File: src/rtl/mem_port_arbiter_pkg.sv
// Shared defines and types for the IF/DM memory-port arbiter.
// Width and FSM defaults live here as macros so the rest of the slice sees them via the package.
`ifndef MEM_PORT_ARBITER_DEFINES
`define MEM_PORT_ARBITER_DEFINES
`define DWIDTH          32
`define PC_WIDTH        32
`define ARB_IDLE        2'd0
`define ARB_BUSY_IF     2'd1
`define ARB_BUSY_DM     2'd2
`define ARB_STARVE_MAX  4
`define ARB_TIMEOUT     64
`endif

package mem_port_arbiter_pkg;

   localparam int unsigned ARB_DWIDTH     = `DWIDTH;
   localparam int unsigned ARB_AWIDTH     = `PC_WIDTH;
   localparam int unsigned ARB_STARVE_MAX = `ARB_STARVE_MAX;
   localparam int unsigned ARB_TIMEOUT    = `ARB_TIMEOUT;
   localparam int unsigned STARVE_W       = 4;
   localparam int unsigned WDOG_W         = 8;
   localparam int unsigned MASK_W         = 4;

   typedef enum logic [1:0] {
      S_IDLE    = `ARB_IDLE,
      S_BUSY_IF = `ARB_BUSY_IF,
      S_BUSY_DM = `ARB_BUSY_DM
   } arb_state_e;

endpackage

File: src/rtl/mem_port_arbiter_watchdog.sv
// Busy-cycle watchdog: counts enabled cycles from a clear and flags the TIMEOUT-th one.
module arb_watchdog
   import mem_port_arbiter_pkg::*;
#(
   parameter int unsigned TIMEOUT = ARB_TIMEOUT
) (
   input  logic d_clk,
   input  logic d_rst,
   input  logic i_clr,
   input  logic i_en,
   output logic o_expire_c
);

   logic [WDOG_W-1:0] r_cnt;

   // Count is 0 in the first busy cycle, so expiry lands on busy cycle TIMEOUT.
   assign o_expire_c = i_en & (r_cnt == WDOG_W'(TIMEOUT - 1));

   always_ff @(posedge d_clk or negedge d_rst) begin
      if (!d_rst) begin
         r_cnt <= '0;
      end else if (i_clr) begin
         r_cnt <= '0;
      end else if (i_en && !o_expire_c) begin
         r_cnt <= r_cnt + WDOG_W'(1);
      end
   end

endmodule

File: src/rtl/mem_port_arbiter.sv
// Single-port memory arbiter between instruction fetch and data memory.
// DM has priority, bounded by a starvation counter; a watchdog aborts hung transactions.
module mem_port_arbiter
   import mem_port_arbiter_pkg::*;
#(
   parameter int unsigned DWIDTH     = ARB_DWIDTH,
   parameter int unsigned AWIDTH     = ARB_AWIDTH,
   parameter int unsigned STARVE_MAX = ARB_STARVE_MAX,
   parameter int unsigned TIMEOUT    = ARB_TIMEOUT
) (
   input  logic              d_clk,
   input  logic              d_rst,
   input  logic              if_i_req,
   input  logic [AWIDTH-1:0] if_i_addr,
   output logic              if_o_ack,
   output logic [DWIDTH-1:0] if_o_rdata,
   input  logic              dm_i_req,
   input  logic              dm_i_we,
   input  logic [3:0]        dm_i_mask,
   input  logic [AWIDTH-1:0] dm_i_addr,
   input  logic [DWIDTH-1:0] dm_i_wdata,
   output logic              dm_o_ack,
   output logic [DWIDTH-1:0] dm_o_rdata,
   output logic              mem_o_req,
   output logic              mem_o_we,
   output logic [3:0]        mem_o_mask,
   output logic [AWIDTH-1:0] mem_o_addr,
   output logic [DWIDTH-1:0] mem_o_wdata,
   input  logic              mem_i_ack,
   input  logic [DWIDTH-1:0] mem_i_rdata,
   output logic              o_stall_if,
   output logic              o_stall_dm,
   output logic              o_err
);

   arb_state_e          r_state;
   arb_state_e          w_next;
   logic [STARVE_W-1:0] r_starve;
   logic                r_mem_req;
   logic                r_mem_we;
   logic [MASK_W-1:0]   r_mem_mask;
   logic [AWIDTH-1:0]   r_mem_addr;
   logic [DWIDTH-1:0]   r_mem_wdata;
   logic                r_err;
   logic                w_grant_if;
   logic                w_grant_dm;
   logic                w_done;
   logic                w_expire;
   logic                w_busy;

   assign w_busy = (r_state != S_IDLE);

   arb_watchdog #(
      .TIMEOUT    (TIMEOUT)
   ) u_watchdog (
      .d_clk      (d_clk),
      .d_rst      (d_rst),
      .i_clr      (w_grant_if | w_grant_dm),
      .i_en       (w_busy),
      .o_expire_c (w_expire)
   );

   always_ff @(posedge d_clk or negedge d_rst) begin
      if (!d_rst) begin
         r_state <= S_IDLE;
      end else begin
         r_state <= w_next;
      end
   end

   // Arbitration in IDLE; a transaction ends on memory ack or watchdog expiry.
   always_comb begin
      w_next     = r_state;
      w_grant_if = 1'b0;
      w_grant_dm = 1'b0;
      w_done     = 1'b0;
      case (r_state)
         S_IDLE: begin
            if (dm_i_req && ((r_starve < STARVE_W'(STARVE_MAX)) || !if_i_req)) begin
               w_grant_dm = 1'b1;
               w_next     = S_BUSY_DM;
            end else if (if_i_req) begin
               w_grant_if = 1'b1;
               w_next     = S_BUSY_IF;
            end
         end
         S_BUSY_IF, S_BUSY_DM: begin
            if (mem_i_ack || w_expire) begin
               w_done = 1'b1;
               w_next = S_IDLE;
            end
         end
         default: w_next = S_IDLE;
      endcase
   end

   always_ff @(posedge d_clk or negedge d_rst) begin
      if (!d_rst) begin
         r_mem_req   <= 1'b0;
         r_mem_we    <= 1'b0;
         r_mem_mask  <= '0;
         r_mem_addr  <= '0;
         r_mem_wdata <= '0;
         r_starve    <= '0;
         r_err       <= 1'b0;
      end else begin
         if (w_grant_dm) begin
            r_mem_req   <= 1'b1;
            r_mem_we    <= dm_i_we;
            r_mem_mask  <= dm_i_mask;
            r_mem_addr  <= dm_i_addr;
            r_mem_wdata <= dm_i_wdata;
            if (if_i_req && (r_starve != STARVE_W'(STARVE_MAX))) begin
               r_starve <= r_starve + STARVE_W'(1);
            end
         end else if (w_grant_if) begin
            r_mem_req   <= 1'b1;
            r_mem_we    <= 1'b0;
            r_mem_mask  <= '1;
            r_mem_addr  <= if_i_addr;
            r_mem_wdata <= '0;
            r_starve    <= '0;
         end else if (w_done) begin
            r_mem_req <= 1'b0;
            if (!mem_i_ack) begin
               r_err <= 1'b1;
            end
         end
      end
   end

   assign mem_o_req   = r_mem_req;
   assign mem_o_we    = r_mem_we;
   assign mem_o_mask  = r_mem_mask;
   assign mem_o_addr  = r_mem_addr;
   assign mem_o_wdata = r_mem_wdata;
   assign o_err       = r_err;

   // Completion is returned in the ack cycle; a watchdog abort returns zero data.
   assign if_o_ack   = (r_state == S_BUSY_IF) && w_done;
   assign dm_o_ack   = (r_state == S_BUSY_DM) && w_done;
   assign if_o_rdata = ((r_state == S_BUSY_IF) && mem_i_ack) ? mem_i_rdata : '0;
   assign dm_o_rdata = ((r_state == S_BUSY_DM) && mem_i_ack) ? mem_i_rdata : '0;
   assign o_stall_if = if_i_req & ~if_o_ack;
   assign o_stall_dm = dm_i_req & ~dm_o_ack;

endmodule

File: config.mk
export PLATFORM = sky130hd
export DESIGN_NAME = mem_port_arbiter
export DESIGN_NICKNAME = d
export VERILOG_FILES = /design/src/rtl/mem_port_arbiter_pkg.sv /design/src/rtl/mem_port_arbiter_watchdog.sv /design/src/rtl/mem_port_arbiter.sv
export SDC_FILE = /design/constraint.sdc
export NUM_CORES = 1
export LEC_CHECK = 0
export CELL_PAD_IN_SITES_DETAIL_PLACEMENT = 1
export CELL_PAD_IN_SITES_GLOBAL_PLACEMENT = 1
export CORE_ASPECT_RATIO = 0.5
export CORE_MARGIN = 3
export CORE_UTILIZATION = 23
export CTS_CLUSTER_SIZE = 14
export DETAILED_ROUTE_END_ITERATION = 7
export PLACE_DENSITY = 0.73
export SYNTH_ARGS = -nofsm -noshare
export SYNTH_HDL_FRONTEND = slang
export SYNTH_SLANG_ARGS = --single-unit
File: constraint.sdc
create_clock -name d_clk -period 2 [get_ports d_clk]
set_clock_uncertainty 0.15 [all_clocks]
set_input_delay 0.4 -clock d_clk [delete_from_list [all_inputs] [get_ports d_clk]]
set_output_delay 0.4 -clock d_clk [all_outputs]
set_load 0.03 [all_outputs]
==> flow_summary_export.csv <==
group,metric,value,unit
placement,io_buffers,276,
worst_setup_path,arrival,1.75,ns
sta,tightest_slew,0.469,ns
logic_synthesis,synth_area_leaders,"dfrtp_1 (49%), and3_1 (9.5%), o211ai_1 (6.7%)",
floorplan,io_pins,277,
route,drcViolationCount,0,
run,maxCapViolCount,0,
logic_synthesis,synthCells,461,
cells_and_area,fin_nets,907,
floorplan,dieArea,20700,sq um
logic_synthesis,avgSynthCellArea,9.45,sq um
global_route,track_usage,19.7,%
route,drt_first_iter_violations,179,
logic_synthesis,ys_seq_area_share,48.8,%
min_path,hp-class,"flip-flop to flip-flop",
global_route,antenna_found_initial,0,
worst_setup_path,path_class,"flip-flop to output pin",
floorplan,fp-row-count,34,
worst_setup_path,reg2reg_to,"mem_o_addr[6]",
route,drt_wl_total,21.9,mm
pwr,peakVddDrop,494,uV
run_status,violations,"setup timing",
logic_synthesis,synth_seq_cells,85,
logic_synthesis,yosysTopAreaCellShare,48.8,%
cells_and_area,num_antenna_cells,0,
global_route,grt_pass1_vias,5426,
logic_synthesis,synth_edf_count,0,
cells_and_area,final_area,8780,sq um
floorplan,start_util,24.3,%
sta,slew_headroom,68.7,%
worst_setup_path,startpoint,"r_state[0]",
worst_setup_path,required,1.45,ns
clocking,numCtsBuffers,9,
route,first_pass_iters,4,
pwr,p_sw_share,43.9,%
worst_setup_path,rr_worst_depth,7,
placement,place_area,7620,sq um
logic_synthesis,synth_flop_cell,"dfrtp_1",
placement,gp_congestion,0.818,
worst_setup_path,crit_path_end,"o_stall_dm",
route,vias,5011,
route,wl_per_cell,21.5,microns
logic_synthesis,synth.most_common_cell,"dfrtp_1",
floorplan,core,18000,sq um
sta,final.setup.worst_slack,-0.298,ns
pwr,comb_power_share,62.5,%
clocking,clk_latency,0.34,ns
sta,fin_tns_setup,-11.31,ns
sta,period_minus_slack,2.30,ns
pwr,total_leakage_power,3.71,nW
floorplan,dieWidth,201,microns
cells_and_area,syn_to_final_growth,101,%
worst_setup_path,reg2reg_slack,0.13,ns
route,postRouteAntennaNets,0,
logic_synthesis,synth_nets,605,
global_route,grt_max_degree,35,
clocking,clkSinkCount,85,
pwr,p_per_area,1380,nW/um^2
run_status,outcome,"finished, violations left",
floorplan,dieHeight,103,microns
logic_synthesis,yosysUniqueCellTypes,39,
pwr,p_clk_share,13.2,%
sta,slew_viol_final,0,
worst_setup_path,startpoint_type,"flip-flop",
clocking,htree_levels,3,
sta,setup_violations,68,
global_route,grt_pass1_wl,32.0,mm
clocking,root_buffer,"clkbuf_16",
pwr,p_int,0.00681,W
worst_setup_path,reg2reg_from,"r_state[0]",
sta,finalHoldViolCount,0,
logic_synthesis,yosys.area.top_type,"dfrtp_1",
pwr,seqPwrFrac,24.3,%
sta,finalCritPeriodShare,115,%
sta,fmax,0.435,GHz
global_route,grt_overflow,0,
sta,rsz0062_at_grt,"yes",
clocking,cts_tree,"done",
route,avgViaCountPerCell,4.92,
clocking,clk_path_buf_depth,2,
pwr,switchingPower,0.00533,W
cells_and_area,fill_cells,1978,
worst_setup_path,cp_max_fo,4,
logic_synthesis,ys_warn_count,0,
cells_and_area,drive_gt1_share,28.9,%
clocking,clk_pin_slew,0.07,ns
logic_synthesis,synth_area,4360,sq um
worst_setup_path,worstSetupEndpointType,"output pin",
logic_synthesis,async_flop_share,100,%
placement,dpl.hpwl,14.8,mm
logic_synthesis,synthTopCellsByCount,"dfrtp_1 (85), nand2_1 (73), and3_1 (66)",
==> how the worst min path moves through the flow <==
stage          cells after the start           start        endpoint  slack (ns)
3_3_place_gp                       1           d_rst  mem_o_addr[25]        0.24
2_1_floorplan                      0           d_rst   mem_o_addr[0]       -0.05
5_1_grt                            2   mem_o_addr[3]   mem_o_addr[3]        0.36
4_1_cts                            2  mem_o_addr[17]  mem_o_addr[17]        0.35
3_5_place_dp                       1           d_rst  mem_o_addr[25]        0.24
6_report                           2   mem_o_addr[3]   mem_o_addr[3]        0.35
==> cell type report <==
type | count | area [sq um] | share of cell area (%)
inverter | 7 | 26.3 | 0.299
clock inverter | 1 | 5.00 | 0.0570
timing repair buffer | 340 | 3640 | 41.4
sequential | 85 | 2130 | 24.2
tap | 252 | 315 | 3.59
multi-input combinational | 320 | 2390 | 27.3
clock buffer | 14 | 274 | 3.12
==> cells by family after synthesis <==
family,synth area share [%]
adder cells (fa/ha/maj),1.72
buffers and inverters,5.37
AO/OA/AOI/OAI,18.1
AND/OR/NAND/NOR,26.0
flip-flops,48.8
==> power by group through the flow <==
stage	clock [W]	sequential, W	combinational [W]
2_1_floorplan	0	0.00441	0.00222
6_report	0.00161	0.00295	0.00759
4_1_cts	0.00164	0.00296	0.00762
5_1_grt	0.00172	0.00305	0.00801
3_3_place_gp	0	0.00294	0.00673
3_5_place_dp	0	0.00297	0.00683
==> critical path, stage by stage, from the launching register on <==
cell,delay (ns)
dfrtp_1,0.36
inv_2,0.06
ha_4,0.16
and3b_2,0.26
a31oi_4,0.09
buf_12,0.15
o21a_4,0.19
buf_6,0.13
==> layer usage <==
metal	track usage [%]	vias up	share of wire, %
li1	-	2311	-
met1	22.7	2535	40
met2	37.6	133	54
met3	4.03	32	3.9
met4	6.42	0	2.2
met5	0	-	0
==> flip-flops by register name (all words and copies together) (netlist names) <==
register and cells:
mem_o_addr 32, mem_o_mask 4, mem_o_req 1, mem_o_wdata 32
mem_o_we 1, o_err 1, r_starve 4, r_state 2
u_watchdog.r_cnt 8
==> per-stage QoR <==
step | setup WS [ns] | util [%] | instances | total power (W) | hold slack (ns)
3_5_place_dp | -0.159 | 42.4 | 987 | 0.00980 | 0.243
2_1_floorplan | -0.0148 | - | 461 | 0.00662 | -0.0456
3_3_place_gp | -0.146 | 42.4 | 987 | 0.00966 | 0.238
6_report | -0.298 | 48.9 | 1019 | 0.0121 | 0.346
5_1_grt | -0.364 | 48.9 | 1019 | 0.0128 | 0.357
4_1_cts | -0.319 | 48.0 | 1021 | 0.0122 | 0.350
==> layout by cell type (no fill, tap or decap), types with 6 or more instances in the layout <==
cell,count
clkdlybuf4s50_1,203
dfrtp_1,85
buf_6,74
nand2_1,73
and3_4,60
o211ai_1,39
buf_4,36
nand4_1,34
a22o_1,33
nand3_1,14
buf_12,13
clkbuf_16,10
nor2_1,7
and3_1,6
==> timing repair <==
| item | CTS | global route |
|---|---|---|
| endpoints found under the setup margin | 69 | 72 |
| buffers inserted | 11 | 4 |
| gates cloned | 8 | 1 |
| pin swaps | 3 | 20 |
| resized for setup | 101 | 56 |
| hold buffers | 1 | 0 |
| hold endpoints to repair | 29 | 0 |
Note: power is estimated with default switching activity, not from simulation.
